## config.mk

```make
export PLATFORM = sky130hd
export DESIGN_NAME = uart_rx
export DESIGN_NICKNAME = d
export VERILOG_FILES = /design/src/rtl/uart_rx.sv
export SDC_FILE = /design/constraint.sdc
export NUM_CORES = 1
export LEC_CHECK = 0
export CORE_ASPECT_RATIO = 1.1
export CORE_MARGIN = 5
export CORE_UTILIZATION = 25
export CTS_CLUSTER_DIAMETER = 40
export DETAILED_ROUTE_END_ITERATION = 8
export GPL_TIMING_DRIVEN = 0
export PLACE_DENSITY = 0.43
export SLEW_MARGIN = 20
export SYNTH_ARGS = -nofsm -noshare
export SYNTH_HDL_FRONTEND = slang
export SYNTH_SLANG_ARGS = --single-unit
```

## constraint.sdc

```tcl
create_clock -name clk -period 3.8 [get_ports clk]
set_clock_uncertainty 0.15 [all_clocks]
set_input_delay 0.38 -clock clk [delete_from_list [all_inputs] [get_ports clk]]
set_output_delay 0.38 -clock clk [all_outputs]
set_load 0.02 [all_outputs]
```

## src/rtl/uart_rx.sv

```systemverilog
// UART receiver: oversampled by a programmable bit period, 8/9 data bits sent MSB first,
// 1 or 2 stop bits, with framing-error reporting and break (stuck-low) suppression.
module uart_rx #(
    parameter int unsigned SYNC_STAGES = 2
) (
    input  logic        clk,
    input  logic        rst,
    input  logic        rx_in,
    input  logic [15:0] br_div,
    input  logic        word,
    input  logic        stop,
    output logic [8:0]  data,
    output logic        valid,
    output logic        frame_err,
    output logic        busy
);

    typedef enum logic [1:0] {StIdle, StStart, StData, StStop} state_e;

    logic [SYNC_STAGES-1:0] sync_q;
    logic                   rxs;

    state_e      state_q, state_d;
    logic        armed_q, armed_d;
    logic [15:0] br_q, br_d;
    logic        word_q, word_d;
    logic        stop2_q, stop2_d;
    logic [15:0] cnt_q, cnt_d;
    logic [3:0]  bit_q, bit_d;
    logic        stop_idx_q, stop_idx_d;
    logic        err_q, err_d;
    logic [8:0]  sh_q, sh_d;
    logic [8:0]  data_q, data_d;
    logic        valid_q, valid_d;
    logic        ferr_q, ferr_d;

    logic [15:0] half;
    logic [3:0]  last_bit;
    logic        stop_err;

    assign rxs      = sync_q[SYNC_STAGES-1];
    assign half     = br_q >> 1;
    assign last_bit = word_q ? 4'd8 : 4'd7;
    assign stop_err = err_q | ~rxs;

    // Synchronizer resets to the idle level so a reset never looks like a start bit.
    always_ff @(posedge clk) begin
        if (rst) begin
            sync_q <= '1;
        end else begin
            sync_q <= {sync_q[SYNC_STAGES-2:0], rx_in};
        end
    end

    always_ff @(posedge clk) begin
        if (rst) begin
            state_q    <= StIdle;
            armed_q    <= 1'b0;
            br_q       <= 16'd0;
            word_q     <= 1'b0;
            stop2_q    <= 1'b0;
            cnt_q      <= 16'd0;
            bit_q      <= 4'd0;
            stop_idx_q <= 1'b0;
            err_q      <= 1'b0;
            sh_q       <= 9'd0;
            data_q     <= 9'd0;
            valid_q    <= 1'b0;
            ferr_q     <= 1'b0;
        end else begin
            state_q    <= state_d;
            armed_q    <= armed_d;
            br_q       <= br_d;
            word_q     <= word_d;
            stop2_q    <= stop2_d;
            cnt_q      <= cnt_d;
            bit_q      <= bit_d;
            stop_idx_q <= stop_idx_d;
            err_q      <= err_d;
            sh_q       <= sh_d;
            data_q     <= data_d;
            valid_q    <= valid_d;
            ferr_q     <= ferr_d;
        end
    end

    always_comb begin
        state_d    = state_q;
        armed_d    = armed_q;
        br_d       = br_q;
        word_d     = word_q;
        stop2_d    = stop2_q;
        cnt_d      = cnt_q;
        bit_d      = bit_q;
        stop_idx_d = stop_idx_q;
        err_d      = err_q;
        sh_d       = sh_q;
        data_d     = data_q;
        valid_d    = 1'b0;
        ferr_d     = ferr_q;

        unique case (state_q)
            StIdle: begin
                if (rxs) begin
                    armed_d = 1'b1;
                end else if (armed_q) begin
                    state_d    = StStart;
                    br_d       = br_div;
                    word_d     = word;
                    stop2_d    = stop;
                    cnt_d      = 16'd1;
                    bit_d      = 4'd0;
                    stop_idx_d = 1'b0;
                    err_d      = 1'b0;
                    sh_d       = 9'd0;
                end
            end
            StStart: begin
                if (cnt_q == half) begin
                    cnt_d   = 16'd1;
                    state_d = rxs ? StIdle : StData;
                end else begin
                    cnt_d = cnt_q + 16'd1;
                end
            end
            StData: begin
                if (cnt_q == br_q) begin
                    cnt_d = 16'd1;
                    sh_d  = {sh_q[7:0], rxs};
                    bit_d = bit_q + 4'd1;
                    if (bit_q == last_bit) begin
                        state_d = StStop;
                    end
                end else begin
                    cnt_d = cnt_q + 16'd1;
                end
            end
            StStop: begin
                if (cnt_q == br_q) begin
                    cnt_d = 16'd1;
                    err_d = stop_err;
                    if (stop2_q && !stop_idx_q) begin
                        stop_idx_d = 1'b1;
                    end else begin
                        state_d = StIdle;
                        valid_d = 1'b1;
                        data_d  = word_q ? sh_q : {1'b0, sh_q[7:0]};
                        ferr_d  = stop_err;
                        // A bad frame disarms so a held break cannot retrigger.
                        if (stop_err) begin
                            armed_d = 1'b0;
                        end
                    end
                end else begin
                    cnt_d = cnt_q + 16'd1;
                end
            end
            default: state_d = StIdle;
        endcase
    end

    assign data      = data_q;
    assign valid     = valid_q;
    assign frame_err = ferr_q;
    assign busy      = (state_q != StIdle);

endmodule

```

**Word-level counts from Yosys, hierarchy flattened**

Index checks and enable logic that the tools add are counted.

- Register bits: 65
- Input bits: 21
- Output and inout port bits: 12
- Logic and storage cells: 90

- Add/sub/neg operators: 2
- Equal/unequal tests: 16
- Multiplexer cells: 37
- Bitwise gates (word level): 5
- Reduce and logical (&&, ||, !) cells: 16

Operators by type and width:

| cell | count |
|---|---|
| $mux 16 | 4 |
| $pmux 16 s3 | 1 |
| $mux 9 | 4 |
| $ne 2x2->1 const B | 10 |
| $pmux 9 s2 | 1 |
| $add 16x1->16 const B | 1 |
| $eq 16x15->1 | 1 |
| $eq 16x16->1 | 1 |
| $mux 2 | 8 |
| $mux 4 | 4 |
| $mux 1 | 10 |
| $reduce_and 5->1 | 2 |
| $pmux 2 s4 | 1 |
| $pmux 4 s2 | 1 |
| $reduce_and 4->1 | 2 |
| $reduce_and 7->1 | 1 |
| $pmux 1 s2 | 3 |
| $reduce_and 3->1 | 2 |
| $reduce_bool 2->1 | 3 |
| $add 4x1->4 const B | 1 |
| $eq 2x2->1 const B | 2 |
| $eq 4x4->1 | 1 |
| $not 1->1 | 4 |
| $reduce_or 3->1 | 1 |
| other kinds (7) | 7 |

**Logic depth before layout (Yosys ltp)**

Gate-level depths: netlist of run 1.

- Word-level depth: 6
- Mapped depth: 9

**Least setup slack after synthesis of run 1**

OpenSTA, ideal clock, no wires.

- Kind: reg-to-reg
- From: reg cnt_q[3]
- To: reg data_q[0], in the netlist data[0]
- Arrival: 1.832 ns
- Data required time: 3.522 ns
- Path slack: 1.690 ns
- Stages on the path, launching flop included: 10
- Cell sequence: dfxtp_1 clkbuf_1 xor2_1 nor4_1 nand4_1 buf_2 or3_1 buf_6 mux2i_1 nor2_1

- Longest elaborated chain between the ends: 2

RTL lines:

| item | RTL line | text |
|---|---|---|
| from (decl) | 28 | `logic [15:0] cnt_q, cnt_d;` |
| from (signal assigned) | 76 | `cnt_q <= cnt_d;` |
| $eq 16x16->1 | 139 | `if (cnt_q == br_q) begin` |
| $reduce_and 3->1 (no line) | n/a |  |
| to (signal assigned) | 81 | `data_q <= data_d;` |
| to (decl) | 33 | `logic [8:0] data_q, data_d;` |

Every way passes these cells.
A chain may end at the register's enable or synchronous reset.

**Final worst setup path of run 1**

- From: reg cnt_q[11]
- To: reg cnt_q[13]

- Longest elaborated chain between the ends: 3

RTL lines:

| item | RTL line | text |
|---|---|---|
| $add 16x1->16, or another cell as far along | 123, 135, 155 |  |
| $mux 16 (on tied branches) | 127, 139, 119 |  |
| $pmux 16 s3 * | 102 | `unique case (state_q)` |

Every way passes the cells marked *; elsewhere a longest branch is shown, timed or not.

==> reports/results.txt, run 1 <==
Status - finished clean
Via count - 2606
Max Slew Vio Count - 0
Number of global-route vias before repair - 2612
CTS Buffer Depth - 2
Period utilisation layout - 69.4%
Std cell rows - 42
Seq/Total Area, Yosys - 42.7%
IO buf count - 31
Worst path depth - 8
Post-synth top area cell - dfxtp_1
Worst hold path class - reg2reg
M2 GR Usage - 20.1%
Worst EP required - 3.88 ns
Final Hold Viols - 0
Die area - 0.0145 mm^2
Post-Route WL - 8110 um
Clock latency on the worst-skew pair - 0.34 ns
Remaining antenna violation count - 0
Mean Syn Cell Area - 8.47 um^2
Busiest grt layer - met2
Power Dens Cells - 465 mW/mm^2
Initial DRC Count - 62
Hold Path Cell Cnt - 1
Antenna diodes - 0
CTS tree - done
Crit Path Class - reg2reg
CP Launch Type - flop
Postcts setup bufs - 0
Routability cong. - 0.769
Yosys warning total - 0
Pin count of the biggest net entering global routing - 12
Pre-CTS setup slack - 1.16 ns
Delay-heaviest family, CP - compound AO/OA/AOI/OAI gates
Avg WL per Cell - 14.4 um
Max stage delay cell, worst path - a32oi_1
Leak pwr - 1.75 nW
Crit-path cells - clkbuf_1 -> xor2_1 -> nor4_1 -> nand4_1 -> a32oi_1 -> buf_2 -> o21ai_0 -> a21o_1
First-pass GRT wire length - 13300 um
Vias/cell - 4.65
Synth Instances - 360
Fin nets - 425
Total CTS buffers - 9
Maximum clock rate - 0.379 GHz
Seq cells post-synth - 65
Bufs and invs on worst path - 2
Maximum vdd drop - 0.211 mV
Met1 Track Usage GR - 14.0%
Worst-Margin Slew - 0.619 ns
Critical path arrival - 2.72 ns
Root Buffer Master - clkbuf_16
Effective utilization at floorplan - 25.4%
Slew HR - 58.7%
R2R depth - 8
DIE WIDTH - 115 um
Post_cts resized - 0
Core area - 0.0120 mm^2
Area contributors post-synth - dfxtp_1 43%, xor2_1 8.9%, nand2_1 6.9%, nor3b_1 3.9%, nor2_1 3.8%
Crit path max fanout - 10
Max Cap Viol - 0
Final period demand of the worst path - 2.64 ns
Initial antenna violation count - 0
Synth cell types - 37
Clock-pin slew on the worst setup and hold paths - 0.06 ns
TNS Setup - 0 ns
Gr usage total - 11.8%
Crit. End Element - flop
DPL Wire Length - 6000 um
Non-Filler Instances - 561
Die height - 126 um
CTS sink cnt - 65
Final setup viols - 0
Finished Core Util - 32.4%
DP Cell Count - 545
Residual DRC - 0
Final WS setup - 1.16 ns
Layout area overhead - 27.3%
Syn Std Cell Area - 0.00305 mm^2
# hold bufs at CTS - 0
H-tree Lvls - 3
Synth Net Count - 383
Length of the first detailed-routing pass in iterations - 4
Proportion of layout cells with a drive suffix above 1 - 7.37%
RSZ-0062 raised after global routing - false
Worst path max stage delay - 0.54 ns
Top cell type's share of synthesized area - 42.7%
Met3 usage - 2.74%
I/O pins - 33
GRT overflow - 0
-- per-layer routing --
metal | part of all wire, % | wire length (um)
met3 | 2.7 | 219
met1 | 44 | 3580
met2 | 51 | 4110
met4 | 2.3 | 190
met5 | 0 | 0
-- logic make-up after synthesis --
logic type / after synthesis / share of synthesized area [%]
fa+ha+maj: 2 / 0.821
simple gates: 152 / 24.0
xor+xnor: 37 / 10.6
flops: 65 / 42.7
mux: 11 / 3.61
buf+inv: 32 / 4.64
compound gates: 61 / 13.6
-- cell usage in the layout, fill, tap and decap left out, types with 2 or more instances in the layout --
master,count
a211oi_1,3
nand4_1,2
bufinv_16,2
clkbuf_1,16
nand2b_1,4
nand3_1,8
ha_1,2
a21o_1,6
nor4_1,9
and3_1,4
and2_1,2
clkdlybuf4s50_1,31
a211o_1,3
clkbuf_16,9
nor3b_1,16
clkbuf_8,2
a21oi_1,20
xnor2_1,6
nor2b_1,5
inv_1,4
or2_2,2
mux2i_1,11
o21ai_0,10
dfxtp_1,65
nor3_1,11
nor2_1,31
clkinv_2,2
a22oi_1,2
a41o_1,10
buf_2,11
nand2_1,56
xor2_1,31
-- metrics by stage --
| stage | hold slack, ns | total power, mW | instance area, um^2 |
|---|---|---|---|
| 6_report | 0.257 | 1.80 | 3880 |
| 5_1_grt | 0.269 | 1.89 | 3880 |
| 4_1_cts | 0.260 | 1.83 | 3880 |
| 3_5_place_dp | 0.247 | 0.909 | 3550 |
| 3_3_place_gp | 0.245 | 0.909 | 3550 |
| 2_1_floorplan | 0.239 | 0.836 | 3050 |
-- final timing paths --
path | from | to | slack, ns
worst max-delay path | cnt_q[11] | cnt_q[13] | 1.16
worst min-delay path | sync_q[0] | sync_q[1] | 0.26
worst max register to register | cnt_q[11] | cnt_q[13] | 1.16
worst min register to register | sync_q[0] | sync_q[1] | 0.26
-- synthesized netlist by cell type --
cell type / count
buf_6: 1
or2_2: 2
o32ai_1: 1
o22a_1: 1
a211o_1: 3
xnor2_1: 6
a32oi_1: 1
a21o_1: 6
a22o_1: 1
a41o_1: 10
and2_1: 2
nand2b_1: 4
a211oi_1: 3
nand2_1: 56
inv_1: 4
nand4_1: 2
buf_2: 11
or3_1: 1
nor4b_1: 1
a21oi_1: 20
o311ai_0: 1
nor3b_1: 16
nor2_1: 31
nand3_1: 8
o21ai_0: 10
nor3_1: 11
dfxtp_1: 65
mux2i_1: 11
ha_1: 2
clkbuf_1: 16
and3_1: 4
a31oi_1: 1
xor2_1: 31
nor2b_1: 5
o21ai_1: 1
a22oi_1: 2
nor4_1: 9
-- state kept, by name, indices dropped and copies added, names as in the netlist, 2 cells and up, named ones only --
| name | cells |
|---|---|
| sh_q | 9 |
| br_q | 16 |
| sync_q | 2 |
| data | 9 |
| cnt_q | 16 |
| bit_q | 4 |
-- cell type report --
| cell class | instances | area, um^2 |
|---|---|---|
| Timing Repair Buffer | 31 | 310 |
| Inverter | 4 | 15.0 |
| Clock inverter | 5 | 77.6 |
| Tap cell | 154 | 193 |
| Clock buffer | 11 | 253 |
| Multi-Input combinational cell | 263 | 1610 |
| Fill cell | 1277 | 8100 |
| Buffer | 28 | 126 |
| Sequential cell | 65 | 1300 |
-- report_power, final --
group	switching, mW	internal (mW)
clock network	0.305	0.607
registers	0.0148	0.695
logic	0.113	0.0691
Note: power is estimated with default switching activity, not from simulation.
==> run 2, diff against run 1 <==
- PLACE_DENSITY: 0.43 -> 0.44
- clock period: 3.8 -> 2.2 ns (I/O delays scaled with it)
==> run 2 against run 1 <==
Effect of this change: the run now ends with negative setup slack left; first-iteration DRC count grew 40%; maximum frequency increased by 14%; die area unchanged; sequential power rose by 73%; via count is 2.3% higher; global-route usage rose by 0.33 points; utilization rose by 2.5 points; combinational power is 150% higher; routed wire length up 3.5%; flip-flop and latch count stayed put; power is 89% higher; critical path depth rose by 1.
==> reports/results.txt, run 2 (same netlist as run 1, synthesis figures left out) <==
Layout area overhead - 37.3%
Worst reg2reg path startpoint - cnt_q[13]
H-tree Lvls - 3
Max Slew Vio Count - 0
Fill cells - 1263
Slew HR - 57.0%
Die height - 126 um
CTS sink cnt - 65
Avg WL per Cell - 14.7 um
Max stage delay cell, worst path - dfxtp_4
Hold Slack - 0.261 ns
Number of global-route vias before repair - 2673
Maximum vdd drop - 0.324 mV
Violated checks - negative setup slack
Final period demand of the worst path - 2.31 ns
Worst path max stage delay - 0.34 ns
Max Cap Viol - 0
Status - complete, but fails checks
DIE WIDTH - 115 um
Effective utilization at floorplan - 25.4%
Post-Layout Inst Area - 0.00418 mm^2
Largest regs - br_q: 16 flops, cnt_q: 16 flops
# hold bufs at CTS - 0
R2R depth - 9
Post-Route WL - 8390 um
Clock-pin slew on the worst setup and hold paths - 0.06 ns
Hold Path Cell Cnt - 1
Leak pwr - 1.88 nW
Hold path start - sync_q[0]
Maximum clock rate - 0.433 GHz
DP Area - 0.00355 mm^2
Worst EP required - 2.27 ns
Crit path max fanout - 7
Most frequent cells in the layout - 56 x nand2_1, 52 x dfxtp_1, 31 x nor2_1, 31 x xor2_1, 31 x clkdlybuf4s50_1
Residual DRC - 0
Via count - 2667
Final Hold Viols - 0
Worst R2R End - cnt_q[12]
Fin nets - 434
Core area - 0.0120 mm^2
First-pass GRT wire length - 13700 um
Pin count of the biggest net entering global routing - 12
Worst hold path class - reg2reg
IO buf count - 31
TNS Setup - -1.09 ns
Clock latency on the worst-skew pair - 0.33 ns
Crit-path cells - xor2_1 -> nor4_2 -> nand4_1 -> buf_4 -> a32oi_4 -> buf_12 -> buf_4 -> nor3_1 -> a211o_1
Final setup viols - 19
Crit. End Element - flop
Gr usage total - 12.2%
Std cell rows - 42
CTS Buffer Depth - 2
Cell mode on critical path - buf_4
Critical path arrival - 2.38 ns
Remaining antenna violation count - 0
CTS tree - done
RSZ-0062 raised after global routing - true
Proportion of layout cells with a drive suffix above 1 - 15.9%
I/O pins - 33
Period utilisation layout - 105%
Length of the first detailed-routing pass in iterations - 4
Power Dens Cells - 815 mW/mm^2
Die area - 0.0145 mm^2
CP Launch Type - flop
Hold Path End - sync_q[1]
Initial antenna violation count - 0
Total CTS buffers - 9
Initial DRC Count - 87
Routability cong. - 0.799
Vias/cell - 4.68
R2r setup slk - -0.11 ns
Antenna diodes - 0
GRT overflow - 0
Root Buffer Master - clkbuf_16
Commonest non-fill, non-tap cell in the layout - nand2_1
Final WS setup - -0.109 ns
Worst-Margin Slew - 0.643 ns
DPL Wire Length - 5930 um
Crit Path Class - reg2reg
Pre-CTS setup slack - -0.424 ns
-- run 2: cell types whose count changed in the layout (fill, tap and decap cells not counted), sizes merged --
cell,before,now
clkbuf,27,24
bufinv,2,3
clkinv,2,0
buf,12,25
-- run 2: worst max-delay path by stage --
stage,slack [ns],startpoint,endpoint
2_1_floorplan,0.09,cnt_q[3],data[0]
3_5_place_dp,-0.42,cnt_q[11],cnt_q[4]
5_1_grt,-0.18,cnt_q[12],data[2]
6_report,-0.11,cnt_q[13],cnt_q[12]
4_1_cts,-0.09,cnt_q[13],cnt_q[8]
3_3_place_gp,-0.42,cnt_q[11],cnt_q[13]
-- run 2: power by group --
part           internal (mW)  leakage (nW)  switching, mW
registers               1.20         0.532         0.0325
clock network           1.20         0.175          0.531
logic                  0.209          1.17          0.239
total                   2.61          1.88          0.803
-- run 2: final cells by class --
cell class | instances | area, um^2 | share of cell area [%]
buffer | 21 | 131 | 3.14
clock buffer | 12 | 267 | 6.37
clock inverter | 4 | 97.6 | 2.33
inverter | 4 | 15.0 | 0.359
multi-input combinational | 263 | 1700 | 40.6
sequential | 65 | 1320 | 31.6
tap | 154 | 193 | 4.61
timing repair buffer | 47 | 462 | 11.0
-- run 2: critical path, delay by kind of cell, from the launching register on --
| family | cells | cell delay, ns |
|---|---|---|
| compound gates | 2 | 0.50 |
| xor+xnor | 1 | 0.17 |
| buf+inv | 3 | 0.45 |
| flops | 1 | 0.34 |
| simple gates | 3 | 0.58 |
-- run 2: per-stage QoR --
stage	cells	total power, mW	utilization, %
floorplan	360	1.44	-
global placement	545	1.57	29.6
detailed placement	545	1.57	29.6
CTS	565	3.39	33.8
global route	570	3.54	34.9
finish	570	3.41	34.9
-- run 2: repair_timing --
| item | 4_1_cts | 5_1_grt |
|---|---|---|
| setup endpoints to repair | 40 | 42 |
| pin swaps | 6 | 12 |
| buffers inserted | 9 | 4 |
| gates cloned | 1 | 2 |
| resized for setup | 31 | 23 |
-- run 2: layer usage --
layer | share of wire (%) | track usage [%] | vias to the layer above
met5 | 0 | 0 | -
met4 | 1.1 | 3.52 | 0
met3 | 3.1 | 3.69 | 6
met2 | 52 | 21.0 | 24
met1 | 44 | 14.4 | 1292
li1 | - | - | 1345
